### src/rtl/load_store_unit.sv
// rtl/load_store_unit.sv - RV32 load/store unit in front of a word-wide internal RAM
//
// Ports:
//   clk, rst                 rising-edge clock, synchronous active-low reset
//   req_valid/req_ready      request handshake; ready only while idle
//   req_addr/req_we/
//   req_funct3/req_wdata     byte address, store flag, access type, store data
//   mem_enable/mem_addr/
//   mem_oplen/mem_we/
//   mem_wdata                one-cycle RAM command (always word sized)
//   mem_valid/mem_rdata      RAM completion and read data
//   rsp_valid/rsp_data/
//   rsp_err                  one-cycle response pulse with load data and error flag
module load_store_unit #(
  parameter int TIMEOUT = 15
) (
  input  logic        clk,
  input  logic        rst,
  input  logic        req_valid,
  output logic        req_ready,
  input  logic [31:0] req_addr,
  input  logic        req_we,
  input  logic [2:0]  req_funct3,
  input  logic [31:0] req_wdata,
  output logic        mem_enable,
  output logic [31:0] mem_addr,
  output logic [1:0]  mem_oplen,
  output logic        mem_we,
  output logic [31:0] mem_wdata,
  input  logic        mem_valid,
  input  logic [31:0] mem_rdata,
  output logic        rsp_valid,
  output logic [31:0] rsp_data,
  output logic        rsp_err
);

  typedef enum logic [2:0] {
    IDLE,
    RD_ISSUE,
    RD_WAIT,
    WR_ISSUE,
    WR_WAIT,
    RESP
  } state_t;

  localparam logic [31:0] GPIO_ADDR = 32'hFFFF_FFFF;
  // Last wait cycle index; mem_valid on this cycle still counts as success.
  localparam logic [3:0]  TO_LAST   = 4'(TIMEOUT - 1);

  state_t      state;
  state_t      state_next;

  logic [31:0] addr_q;
  logic        gpio_q;
  logic        we_q;
  logic [2:0]  f3_q;
  logic [31:0] wdata_q;
  logic [3:0]  cnt_q;
  logic [31:0] rsp_data_q;
  logic        rsp_err_q;

  logic        req_gpio;
  logic        req_bad;
  logic        req_rmw;
  logic        accept;
  logic        in_wait;
  logic        mem_timeout;
  logic [31:0] load_data;
  logic [31:0] merge_data;
  logic [7:0]  sel_byte;
  logic [15:0] sel_half;

  // ---------------------------------------------------------------------------
  // Request decode: legality, alignment and access path
  // ---------------------------------------------------------------------------
  assign req_gpio = (req_addr == GPIO_ADDR);

  always_comb begin
    req_bad = 1'b0;
    case (req_funct3)
      3'b000:  req_bad = 1'b0;
      3'b001:  req_bad = !req_gpio && req_addr[0];
      3'b010:  req_bad = !req_gpio && (req_addr[1:0] != 2'b00);
      3'b100:  req_bad = req_we;
      3'b101:  req_bad = req_we || (!req_gpio && req_addr[0]);
      default: req_bad = 1'b1;
    endcase
  end

  // Sub-word stores to RAM must read the word first; GPIO is always a plain word.
  assign req_rmw  = req_we && !req_gpio && (req_funct3 != 3'b010);
  assign accept   = (state == IDLE) && req_valid;
  assign in_wait  = (state == RD_WAIT) || (state == WR_WAIT);
  assign mem_timeout = in_wait && !mem_valid && (cnt_q == TO_LAST);

  // ---------------------------------------------------------------------------
  // Load extraction and store merge
  // ---------------------------------------------------------------------------
  always_comb begin
    sel_byte = mem_rdata[7:0];
    case (addr_q[1:0])
      2'd0: sel_byte = mem_rdata[7:0];
      2'd1: sel_byte = mem_rdata[15:8];
      2'd2: sel_byte = mem_rdata[23:16];
      2'd3: sel_byte = mem_rdata[31:24];
      default: sel_byte = mem_rdata[7:0];
    endcase
  end

  assign sel_half = addr_q[1] ? mem_rdata[31:16] : mem_rdata[15:0];

  always_comb begin
    load_data = mem_rdata;
    if (!gpio_q) begin
      case (f3_q)
        3'b000:  load_data = {{24{sel_byte[7]}}, sel_byte};
        3'b001:  load_data = {{16{sel_half[15]}}, sel_half};
        3'b100:  load_data = {24'd0, sel_byte};
        3'b101:  load_data = {16'd0, sel_half};
        default: load_data = mem_rdata;
      endcase
    end
  end

  always_comb begin
    merge_data = mem_rdata;
    if (f3_q[0] == 1'b0) begin
      case (addr_q[1:0])
        2'd0: merge_data[7:0]   = wdata_q[7:0];
        2'd1: merge_data[15:8]  = wdata_q[7:0];
        2'd2: merge_data[23:16] = wdata_q[7:0];
        2'd3: merge_data[31:24] = wdata_q[7:0];
        default: merge_data = mem_rdata;
      endcase
    end else if (addr_q[1]) begin
      merge_data[31:16] = wdata_q[15:0];
    end else begin
      merge_data[15:0] = wdata_q[15:0];
    end
  end

  // ---------------------------------------------------------------------------
  // FSM
  // ---------------------------------------------------------------------------
  always_ff @(posedge clk) begin
    if (!rst) begin
      state <= IDLE;
    end else begin
      state <= state_next;
    end
  end

  always_comb begin
    state_next = state;
    case (state)
      IDLE: begin
        if (req_valid) begin
          if (req_bad) begin
            state_next = RESP;
          end else if (req_we && !req_rmw) begin
            state_next = WR_ISSUE;
          end else begin
            state_next = RD_ISSUE;
          end
        end
      end
      RD_ISSUE: state_next = RD_WAIT;
      RD_WAIT: begin
        if (mem_valid) begin
          state_next = we_q ? WR_ISSUE : RESP;
        end else if (mem_timeout) begin
          state_next = RESP;
        end
      end
      WR_ISSUE: state_next = WR_WAIT;
      WR_WAIT: begin
        if (mem_valid || mem_timeout) begin
          state_next = RESP;
        end
      end
      RESP:    state_next = IDLE;
      default: state_next = IDLE;
    endcase
  end

  // ---------------------------------------------------------------------------
  // Datapath registers
  // ---------------------------------------------------------------------------
  always_ff @(posedge clk) begin
    if (!rst) begin
      addr_q     <= 32'd0;
      gpio_q     <= 1'b0;
      we_q       <= 1'b0;
      f3_q       <= 3'd0;
      wdata_q    <= 32'd0;
      cnt_q      <= 4'd0;
      rsp_data_q <= 32'd0;
      rsp_err_q  <= 1'b0;
    end else begin
      if (accept) begin
        addr_q     <= req_addr;
        gpio_q     <= req_gpio;
        we_q       <= req_we;
        f3_q       <= req_funct3;
        wdata_q    <= req_wdata;
        rsp_data_q <= 32'd0;
        rsp_err_q  <= req_bad;
      end

      // Counter restarts at zero on every entry into a wait state.
      if (in_wait && !mem_valid && !mem_timeout) begin
        cnt_q <= cnt_q + 4'd1;
      end else begin
        cnt_q <= 4'd0;
      end

      if (state == RD_WAIT && mem_valid) begin
        if (we_q) begin
          wdata_q <= merge_data;
        end else begin
          rsp_data_q <= load_data;
        end
      end

      if (mem_timeout) begin
        rsp_err_q  <= 1'b1;
        rsp_data_q <= 32'd0;
      end
    end
  end

  // ---------------------------------------------------------------------------
  // Outputs; everything is forced quiet while reset is held
  // ---------------------------------------------------------------------------
  assign req_ready  = rst && (state == IDLE);
  assign mem_enable = rst && ((state == RD_ISSUE) || (state == WR_ISSUE));
  assign mem_we     = rst && (state == WR_ISSUE);
  assign mem_addr   = !mem_enable ? 32'd0 :
                      gpio_q      ? addr_q : {addr_q[31:2], 2'b00};
  assign mem_oplen  = mem_enable ? 2'b10 : 2'b00;
  assign mem_wdata  = mem_we ? wdata_q : 32'd0;
  assign rsp_valid  = rst && (state == RESP);
  assign rsp_data   = rsp_valid ? rsp_data_q : 32'd0;
  assign rsp_err    = rsp_valid && rsp_err_q;

endmodule

### config.mk
export PLATFORM = sky130hd
export DESIGN_NAME = load_store_unit
export DESIGN_NICKNAME = d
export VERILOG_FILES = /design/src/rtl/load_store_unit.sv
export SDC_FILE = /design/constraint.sdc
export NUM_CORES = 1
export LEC_CHECK = 0
export ABC_AREA = 1
export CAP_MARGIN = 20
export CORE_UTILIZATION = 48
export DETAILED_ROUTE_END_ITERATION = 8
export GPL_ROUTABILITY_DRIVEN = 0
export PLACE_DENSITY = 0.83
export SYNTH_ARGS = -nofsm -noshare
export SYNTH_HDL_FRONTEND = slang
export SYNTH_SLANG_ARGS = --single-unit
### constraint.sdc
create_clock -name clk -period 2.5 [get_ports clk]
set_input_delay 0.25 -clock clk [delete_from_list [all_inputs] [get_ports clk]]
set_output_delay 0.25 -clock clk [all_outputs]
set_load 0.02 [all_outputs]
Yosys cells after proc, flatten, opt, wreduce, memory -nomap -nowiden
Index checks and enable logic that the tools add are counted.
- register bits: 109
- latch bits: 0
- bits in writable memories: 0
- memory bits (read-only): 0
- output and inout port bits: 103
- logic and storage cells: 102
- memories kept: 0
- $add $sub $neg: 1
- multipliers: 0
- divide/modulo/power cells: 0
- magnitude comparators: 0
- equality and inequality tests: 23
- shift operators: 0
- mux-type cells: 33
- bitwise logic cells: 1
- reductions and logical operators: 33
- operators by type and width (cell ; number):
    two-way mux 32 bit ; 11
    one-hot mux 32 bit (4 select lines) ; 1
    two-way mux 16 bit ; 3
    equality test 32 bit, second input constant ; 1
    two-way mux 8 bit ; 4
    one-hot mux 8 bit (4 select lines) ; 1
    equality test 3 bit, second input constant ; 6
    two-way mux 3 bit ; 6
    logical AND 1 bit ; 15
    one-hot mux 3 bit (5 select lines) ; 1
    equality test 3 x 1 -> 1 bit, second input constant ; 3
    equality test 3 x 2 -> 1 bit, second input constant ; 3
    zero test 3 bit ; 3
    inequality test 4 bit, second input constant ; 2
    two-way mux 2 bit ; 3
    one-hot mux 1 bit (5 select lines) ; 1
    adder 4 x 1 -> 4 bit, second input constant ; 1
    equality test 2 bit, second input constant ; 2
    equality test 4 bit, second input constant ; 1
    zero test 1 bit ; 4
    logical OR 1 bit ; 4
    AND reduction 2 bit ; 2
    nonzero test 2 bit ; 2
    inequality test 3 x 2 -> 1 bit, second input constant ; 1
    9 further kinds ; 10

Logic depth before layout (Yosys ltp)
Gate-level depths: netlist (run 1).
- depth after elaboration: 10
- gate-level depth with buffers: 12
- mapped depth without buffers: 12

Worst setup path after synthesis (run 1)
No wires, ideal clock.
- path type: reg2out
- start point: register state[0]
- end point: output port rsp_data[10]
- arrival: 1.746 ns
- data required time: 2.250 ns
- setup slack: 0.504 ns
- cell stages (with the launch flop): 6
- buffers on the path: 1
- cell sequence: dfxtp_1 -> nand2_1 -> nor3_1 -> inv_1 -> clkbuf_1 -> nor2_1
- cells in the longest elaborated chain, start to end: 3
- RTL lines (item ; line ; text):
    start: declaration ; 50 ; state_t state;
    start signal: assignment ; 149 ; state <= state_next;
    equality test 3 bit ; 242 ; assign rsp_valid = rst && (state == RESP);
    logical AND 1 bit ; 242 ;
    named net rsp_valid ; 32 ; output logic rsp_valid,
    two-way mux 32 bit ; 243 ; assign rsp_data = rsp_valid ? rsp_data_q : 32'd0;
    end: declaration ; 33 ; output logic [31:0] rsp_data,
The timed path passes the listed nets, and every way through them passes these cells.

Final worst setup path (run 1)
- start point: register state[0]
- end point: output port mem_addr[12]
- cells in the longest elaborated chain, start to end: 4
- elaborated cells on any way between the ends: 5
- those cells by class: 2 x eq/ne; 1 x mux; 2 x reduce/logical
- RTL lines (item ; line ; text):
    equality test 3 x 1 -> 1 bit / equality test 3 x 2 -> 1 bit (equally long branches) ; 236 ; assign mem_enable = rst && ((state == RD_ISSUE) || (state == WR_ISSUE));
    logical OR 1 bit (*) ; 236 ;
    logical AND 1 bit (*) ; 236 ;
    two-way mux 32 bit (*) ; 238 ; assign mem_addr = !mem_enable ? 32'd0 :
    end: declaration ; 26 ; output logic [31:0] mem_addr,
Every way passes the cells marked *; elsewhere a longest branch is shown, timed or not.

==> impl_table.tex, run 1 <==
\begin{tabular}{lr}
\hline
Metric & Value \\
\hline
\multicolumn{2}{l}{\textbf{Detailed routing}} \\
Number of DRC violations after detailed-routing iteration 0 & 620 \\
Final WL & between 20000 and 25000 um \\
Average wire length per cell after detail routing & 14.9 um \\
Number of iterations in the first detailed-routing pass & 5 \\
Drt drc & 0 \\
Post-DR vias/cell & approximately 5.2 \\
Final ANT Viol Nets & 0 \\
Via Count & 7050 \\
\multicolumn{2}{l}{\textbf{Cells and area}} \\
P\&R area growth vs syn & 39.8\% \\
Ratio of cells with drive above 1 in the final layout & 6.08\% \\
Final non-filler cell area & slightly below 9000 sq um \\
Fillers & roughly 1100 \\
Post-layout nets & 1287 \\
Count of inserted antenna diode cells & 0 \\
\multicolumn{2}{l}{\textbf{Pwr}} \\
Switch share & between 40 and 50\% \\
Share of total power in the clock network & between 20\% and 30\% \\
Sequential fraction of design power & between 30\% and 40\% \\
Combinational group share of total power & 41.2\% \\
Switching power & 2.57 mW \\
Power density of the placed cells & between 700 and 800 nW/um\^{}2 \\
Leak Pwr & 4.10 nW \\
Design internal power & around 3.8 mW \\
Peak supply drop & a little over 0.5 mV \\
\multicolumn{2}{l}{\textbf{Synthesis}} \\
Post-synth top flop & sky130\_fd\_sc\_hd\_\_dfxtp\_1 \\
Leading cell types by total area after synthesis & sky130\_fd\_sc\_hd\_\_dfxtp\_1 35\%, sky130\_fd\_sc\_hd\_\_a21oi\_1 10\%, sky130\_fd\_sc\_hd\_\_o21ai\_0 10\% \\
Post-synthesis instance area & between 6000 and 7000 sq um \\
Async S/R FF share, synth & 0\% \\
Number of register bits inferred by synthesis & between 100 and 150 \\
Yosys Warn Count & 0 \\
Count of distinct cell types in the synthesized netlist & 38 \\
Top-count cell post-synth & sky130\_fd\_sc\_hd\_\_nor2\_1 \\
Post-synth top cells & 158 x sky130\_fd\_sc\_hd\_\_nor2\_1, 153 x sky130\_fd\_sc\_hd\_\_inv\_1, 142 x sky130\_fd\_sc\_hd\_\_nand2\_1 \\
Sequential share of the synthesized area & 34.6\% \\
Number of flops mapped to enable cells by yosys & 0 \\
Post-synth top area share & around a third \\
Post-Synthesis Net Count & approximately 1100 \\
Post-synth top area cell & sky130\_fd\_sc\_hd\_\_dfxtp\_1 \\
Syn Inst Count & 1005 \\
Syn Area/Cell & around 6.3 sq um \\
\multicolumn{2}{l}{\textbf{Global route}} \\
Number of global-route vias before repair & 6231 \\
Maximum number of pins on one net before global-route repair & between 50 and 60 \\
Antenna violations before repair & 0 \\
GRT Total Usage & 29.1\% \\
First-pass GRT wire length & a little over 30000 um \\
Remaining global-route overflow & 0 \\
\multicolumn{2}{l}{\textbf{Critical path}} \\
Category of the critical setup timing path & flip-flop to output port \\
Max stage delay cell, worst path & sky130\_fd\_sc\_hd\_\_clkdlybuf4s50\_1 \\
CP Cell Sequence & nand2\_1, nor2\_1, inv\_1, buf\_4, nor2\_1, clkdlybuf4s50\_1 \\
Cell repeated most along the worst path & sky130\_fd\_sc\_hd\_\_nor2\_1 \\
WP data arrival & approximately 2.2 ns \\
Critical path capture point type & output port \\
Data required time of the worst path & between 2 and 2.5 ns \\
Slowest Stage Delay on Critical Path & approximately 0.64 ns \\
Critical path launch point type & flip-flop \\
Max FO, Critical Path & 30 \\
\multicolumn{2}{l}{\textbf{Floorplanning}} \\
Number of top-level pins & a little over 200 \\
Die Wd & roughly 120 um \\
Area of the die & 13600 sq um \\
Std cell rows & 41 \\
Initial Utilization & about half \\
CORE AREA & 12700 sq um \\
Vertical die dimension & $\sim$120 um \\
\multicolumn{2}{l}{\textbf{Clock tree}} \\
Clock Root Buffer & sky130\_fd\_sc\_hd\_\_clkbuf\_16 \\
CTS tree & yes \\
Number of sinks handled by clock tree synthesis & 109 \\
CTS clock-pin slew for the worst setup and hold paths & around 0.070 ns \\
Buffers from clock root to sink, at most & 2 \\
H-tree levels & 3 \\
Latest clock arrival within the worst-skew pair & 0.35 ns \\
Number of hold buffers added after CTS & 0 \\
Number of buffers added by the clock tree synthesis step & 9 \\
\multicolumn{2}{l}{\textbf{STA}} \\
Worst clock skew & between 0.004 and 0.005 ns \\
Least-Margin Pin Slew & 0.681 ns \\
Setup TNS & 0 ns \\
Max Fclk & 414 MHz \\
Endpoints failing hold & 0 \\
Shortest period the worst path allows & $\sim$2.4 ns \\
Fin Hold WS & about 0.45 ns \\
Worst slew margin relative to its limit & between 50\% and 60\% \\
Fin crit share & between 90\% and 100\% \\
Final setup violation count & 0 \\
RSZ-0062 raised after global routing & false \\
Max-slew violations & 0 \\
\multicolumn{2}{l}{\textbf{Outcome}} \\
Run status & complete, no violations \\
\multicolumn{2}{l}{\textbf{Min path}} \\
Class of the tightest hold or removal check & flip-flop to flip-flop \\
\multicolumn{2}{l}{\textbf{Place}} \\
Quantity of I/O buffers inserted on ports & slightly above 200 \\
Placed Instance Area & around 8400 sq um \\
Detailed Place HPWL & roughly 15000 um \\
\multicolumn{2}{l}{\textbf{Run}} \\
Max-capacitance violation count & 0 \\
\hline
\end{tabular}
==> cells in the final DEF (no fill, tap or decap), drive strengths merged <==
cell type / n
a21oi: 131
a22oi: 7
a311oi: 2
a31oi: 5
a41oi: 1
buf: 23
clkbuf: 12
clkdlybuf4s50: 165
clkinv: 3
conb: 1
dfxtp: 109
dlymetal6s2s: 40
ha: 2
inv: 160
nand2: 146
nand3: 42
nand3b: 1
nor2: 165
nor3: 19
o211ai: 2
o21ai: 132
o21bai: 4
o311ai: 8
or2: 2
xnor2: 1
xor2: 1
==> cells by family after synthesis <==
logic type / share of synthesized area, %
DFF: 34.6
AOI/OAI and AO/OA: 24.6
adders and majority gates: 0.397
other: 0.0594
and+or+nand+nor: 25.2
buffers and inverters: 14.8
xor gates and xnor gates: 0.278
==> registers in the layout (all words and copies together), names as in the netlist <==
signal / cells
rsp_data_q: 32
we_q: 1
addr_q: 32
gpio_q: 1
cnt_q: 4
wdata_q: 32
f3_q: 3
rsp_err_q: 1
state: 3
==> worst paths after layout <==
kind | from | to | slack, ns | depth (start not counted)
max | state[0] | mem_addr[12] | 0.09 | 6
min | addr_q[14] | addr_q[14] | 0.45 | 2
max reg2reg | addr_q[1] | wdata_q[14] | 0.60 | 8
min reg2reg | addr_q[14] | addr_q[14] | 0.45 | 2
==> final cells by class <==
cell class | instances | area [sq um] | area share, %
multi-input cells | 672 | 3200 | 36.2
repair buffers | 228 | 2350 | 26.6
flip-flops and latches | 109 | 2180 | 24.8
inverters | 161 | 607 | 6.88
clock buffers | 12 | 256 | 2.91
well taps | 172 | 215 | 2.44
clock inverters | 2 | 10.0 | 0.113
==> timing repair <==
item,CTS,global route
setup endpoints to repair,0,86
gates resized for setup,0,43
setup buffers,0,0
==> critical path, delay by kind of cell, from the launching register on <==
kind          cells  cell delay, ns
buf+inv           3            1.00
flops             1            0.39
simple gates      3            0.41
==> routing by layer <==
metal,share of wire (%),vias up,GRT usage [%]
met3,9.8,44,6.90
met2,46,327,49.0
met4,3.1,0,12.6
met1,41,3125,35.5
li1,-,3554,-
met5,0,-,0
==> per-stage QoR <==
step | cells | util, % | total power, mW | setup WS [ns]
floorplan | 1005 | - | 4.21 | 0.504
global placement | 1342 | 66.4 | 4.91 | 0.127
detailed placement | 1342 | 66.4 | 4.96 | 0.0935
CTS | 1356 | 68.5 | 6.30 | 0.00316
global route | 1356 | 69.3 | 6.74 | 0.00359
finish | 1356 | 69.3 | 6.32 | 0.0870
==> power by group through the flow <==
stage               Sequential, mW  Clock [mW]  Combinational [mW]
CTS                           2.36        1.36                2.58
finish                        2.37        1.34                2.61
global placement              2.39           0                2.53
detailed placement            2.40           0                2.56
global route                  2.41        1.42                2.91
floorplan                     2.32           0                1.89
Note: power is estimated with default switching activity, not from simulation.
==> run 2, diff against run 1 <==
Settings changed: CORE_UTILIZATION 48 to 43, CTS_BUF_LIST set to sky130_fd_sc_hd__clkbuf_8, PLACE_DENSITY 0.83 to 0.79.
Clock period 2.5 ns to 2 ns, I/O delays scaled along.
==> run 2 against run 1 <==
Worst setup slack got worse by 0.017 ns. Final cell count increased by 1.8%. First-iteration DRC count decreased by 1.1%. Highest routed layer unchanged. Via count increased by 1.2%. Largest power group unchanged.
==> impl_table.tex, run 2 (synthesized netlist as in run 1, its figures left out) <==
\begin{tabular}{lr}
\hline
Metric & Value \\
\hline
\multicolumn{2}{l}{\textbf{Critical path}} \\
Category of the critical setup timing path & flip-flop to output port \\
WP data arrival & around 1.7 ns \\
Max stage delay cell, worst path & sky130\_fd\_sc\_hd\_\_dfxtp\_4 \\
Data required time of the worst path & about 1.8 ns \\
FF-to-FF path depth & 9 \\
Endpoint of the most critical register-to-register path & rsp\_data\_q[0] \\
Critical path launch point type & flip-flop \\
Slowest Stage Delay on Critical Path & around 0.38 ns \\
Setup slack of the most critical reg-to-reg path & 0.19 ns \\
CP Cell Sequence & inv\_2, nand2\_2, nor2\_4, inv\_1, buf\_12, nor2\_1, clkdlybuf4s15\_2 \\
Max FO, Critical Path & 30 \\
R2R Path Start & state[2] \\
Critical path capture point type & output port \\
\multicolumn{2}{l}{\textbf{Pwr}} \\
Leak Pwr & 3.58 nW \\
Peak supply drop & around 0.51 mV \\
Pwr Total & between 7 and 8 mW \\
Power density of the placed cells & between 800 and 900 nW/um\^{}2 \\
\multicolumn{2}{l}{\textbf{Detailed routing}} \\
Number of iterations in the first detailed-routing pass & 5 \\
Via Count & between 7000 and 8000 \\
Final WL & between 20000 and 25000 um \\
Average wire length per cell after detail routing & $\sim$15 um \\
Drt drc & 0 \\
Post-DR vias/cell & roughly 5.2 \\
Number of DRC violations after detailed-routing iteration 0 & 613 \\
Final ANT Viol Nets & 0 \\
\multicolumn{2}{l}{\textbf{STA}} \\
Worst slew margin relative to its limit & roughly three fifths \\
Least-Margin Pin Slew & 0.587 ns \\
Fin crit share & a little under 100\% \\
Endpoints failing hold & 0 \\
Final setup violation count & 0 \\
Max-slew violations & 0 \\
RSZ-0062 raised after global routing & true \\
Worst clock skew & approximately 0.014 ns \\
Shortest period the worst path allows & 1.93 ns \\
Max Fclk & between 500 and 600 MHz \\
\multicolumn{2}{l}{\textbf{Clock tree}} \\
Number of sinks handled by clock tree synthesis & around 110 \\
Buffers from clock root to sink, at most & 2 \\
CTS clock-pin slew for the worst setup and hold paths & $\sim$0.1 ns \\
Post-CTS setup buffer count & 0 \\
Latest clock arrival within the worst-skew pair & roughly 0.38 ns \\
Number of buffers added by the clock tree synthesis step & 9 \\
Number of resized instances in the post-cts repair step & 178 \\
Clock Root Buffer & sky130\_fd\_sc\_hd\_\_clkbuf\_8 \\
CTS tree & yes \\
H-tree levels & 3 \\
Number of hold buffers added after CTS & 0 \\
\multicolumn{2}{l}{\textbf{Cells and area}} \\
Fillers & $\sim$1400 \\
Most frequent cells in the layout & 156 x sky130\_fd\_sc\_hd\_\_inv\_1, 156 x sky130\_fd\_sc\_hd\_\_nor2\_1, 142 x sky130\_fd\_sc\_hd\_\_nand2\_1 \\
Post-layout nets & about 1300 \\
Count of inserted antenna diode cells & 0 \\
Regs by FF count & addr\_q x32, rsp\_data\_q x32, wdata\_q x32 \\
P\&R area growth vs syn & 33.4\% \\
Final non-filler cell area & between 8000 and 9000 sq um \\
Ratio of cells with drive above 1 in the final layout & between 15 and 20\% \\
\multicolumn{2}{l}{\textbf{Place}} \\
Quantity of I/O buffers inserted on ports & approximately 210 \\
Detailed Place HPWL & roughly 16000 um \\
Placed Instance Area & about 8600 sq um \\
\multicolumn{2}{l}{\textbf{Min path}} \\
Cell count of the worst hold path & 3 \\
Hold EP & wdata\_q[17] \\
Class of the tightest hold or removal check & primary input to flip-flop \\
Min-Delay Startpoint & req\_wdata[17] \\
\multicolumn{2}{l}{\textbf{Global route}} \\
First-pass GRT wire length & about 32000 um \\
Number of global-route vias before repair & 6578 \\
Remaining global-route overflow & 0 \\
GRT Total Usage & 27.4\% \\
Maximum number of pins on one net before global-route repair & 76 \\
Antenna violations before repair & 0 \\
\multicolumn{2}{l}{\textbf{Run}} \\
Max-capacitance violation count & 0 \\
\multicolumn{2}{l}{\textbf{Floorplanning}} \\
Die Wd & $\sim$120 um \\
Area of the die & between 15000 and 20000 sq um \\
CORE AREA & about 14000 sq um \\
Std cell rows & 43 \\
Initial Utilization & between 40\% and 50\% \\
Number of top-level pins & just over 200 \\
Vertical die dimension & 123 um \\
\multicolumn{2}{l}{\textbf{Outcome}} \\
Run status & complete, no violations \\
\hline
\end{tabular}
## run 2: worst max-delay path, delay by kind of cell, from the launching register on
kind,cells,cell delay (ns)
DFF,1,0.38
buffers and inverters,4,0.64
and+or+nand+nor,3,0.32
## run 2: worst max path at each step
| stage | from | end | slack [ns] | cells past startpoint |
|---|---|---|---|---|
| finish | state[2] | mem_wdata[12] | 0.07 | 7 |
| global route | state[2] | mem_wdata[15] | -0.02 | 7 |
| CTS | state[2] | rsp_data[13] | 0.00008 | 6 |
| detailed placement | rst | rsp_data[7] | -0.26 | 7 |
| global placement | rst | mem_wdata[3] | -0.26 | 7 |
| floorplan | state[0] | rsp_data[10] | 0.05 | 5 |
## run 2: routing by layer
layer | GRT usage [%] | share of wire (%) | vias up
li1 | - | - | 3591
met1 | 32.6 | 42 | 3173
met2 | 45.1 | 45 | 325
met3 | 6.50 | 8.8 | 49
met4 | 15.2 | 3.7 | 0
met5 | 0 | 0 | -
## run 2: through the flow
stage | cells | hold slack (ns) | util [%] | setup TNS, ns | setup slack, ns
6_report | 1381 | 0.451 | 59.7 | 0 | 0.0696
3_3_place_gp | 1365 | 0.444 | 61.0 | -19.11 | -0.259
4_1_cts | 1381 | 0.434 | 62.0 | 0 | 0.0000840
2_1_floorplan | 1005 | 0.335 | - | 0 | 0.0542
3_5_place_dp | 1365 | 0.447 | 61.0 | -20.69 | -0.259
5_1_grt | 1381 | 0.473 | 59.7 | -0.0935 | -0.0166
## run 2: final cells by class
class                           count  area, sq um  area share [%]
Sequential cell                   109         2190            26.0
Clock buffer                       10          138            1.63
Inverter                          161          607            7.21
Tap cell                          180          225            2.67
Timing Repair Buffer              243         2020            24.0
Clock inverter                      6         32.5           0.386
Multi-Input combinational cell    672         3210            38.1
## run 2: power by group
group / switching [mW] / internal (mW)
Combinational: 2.23 / 1.15
Sequential: 0.249 / 2.68
Clock: 0.744 / 0.475
Total: 3.22 / 4.31
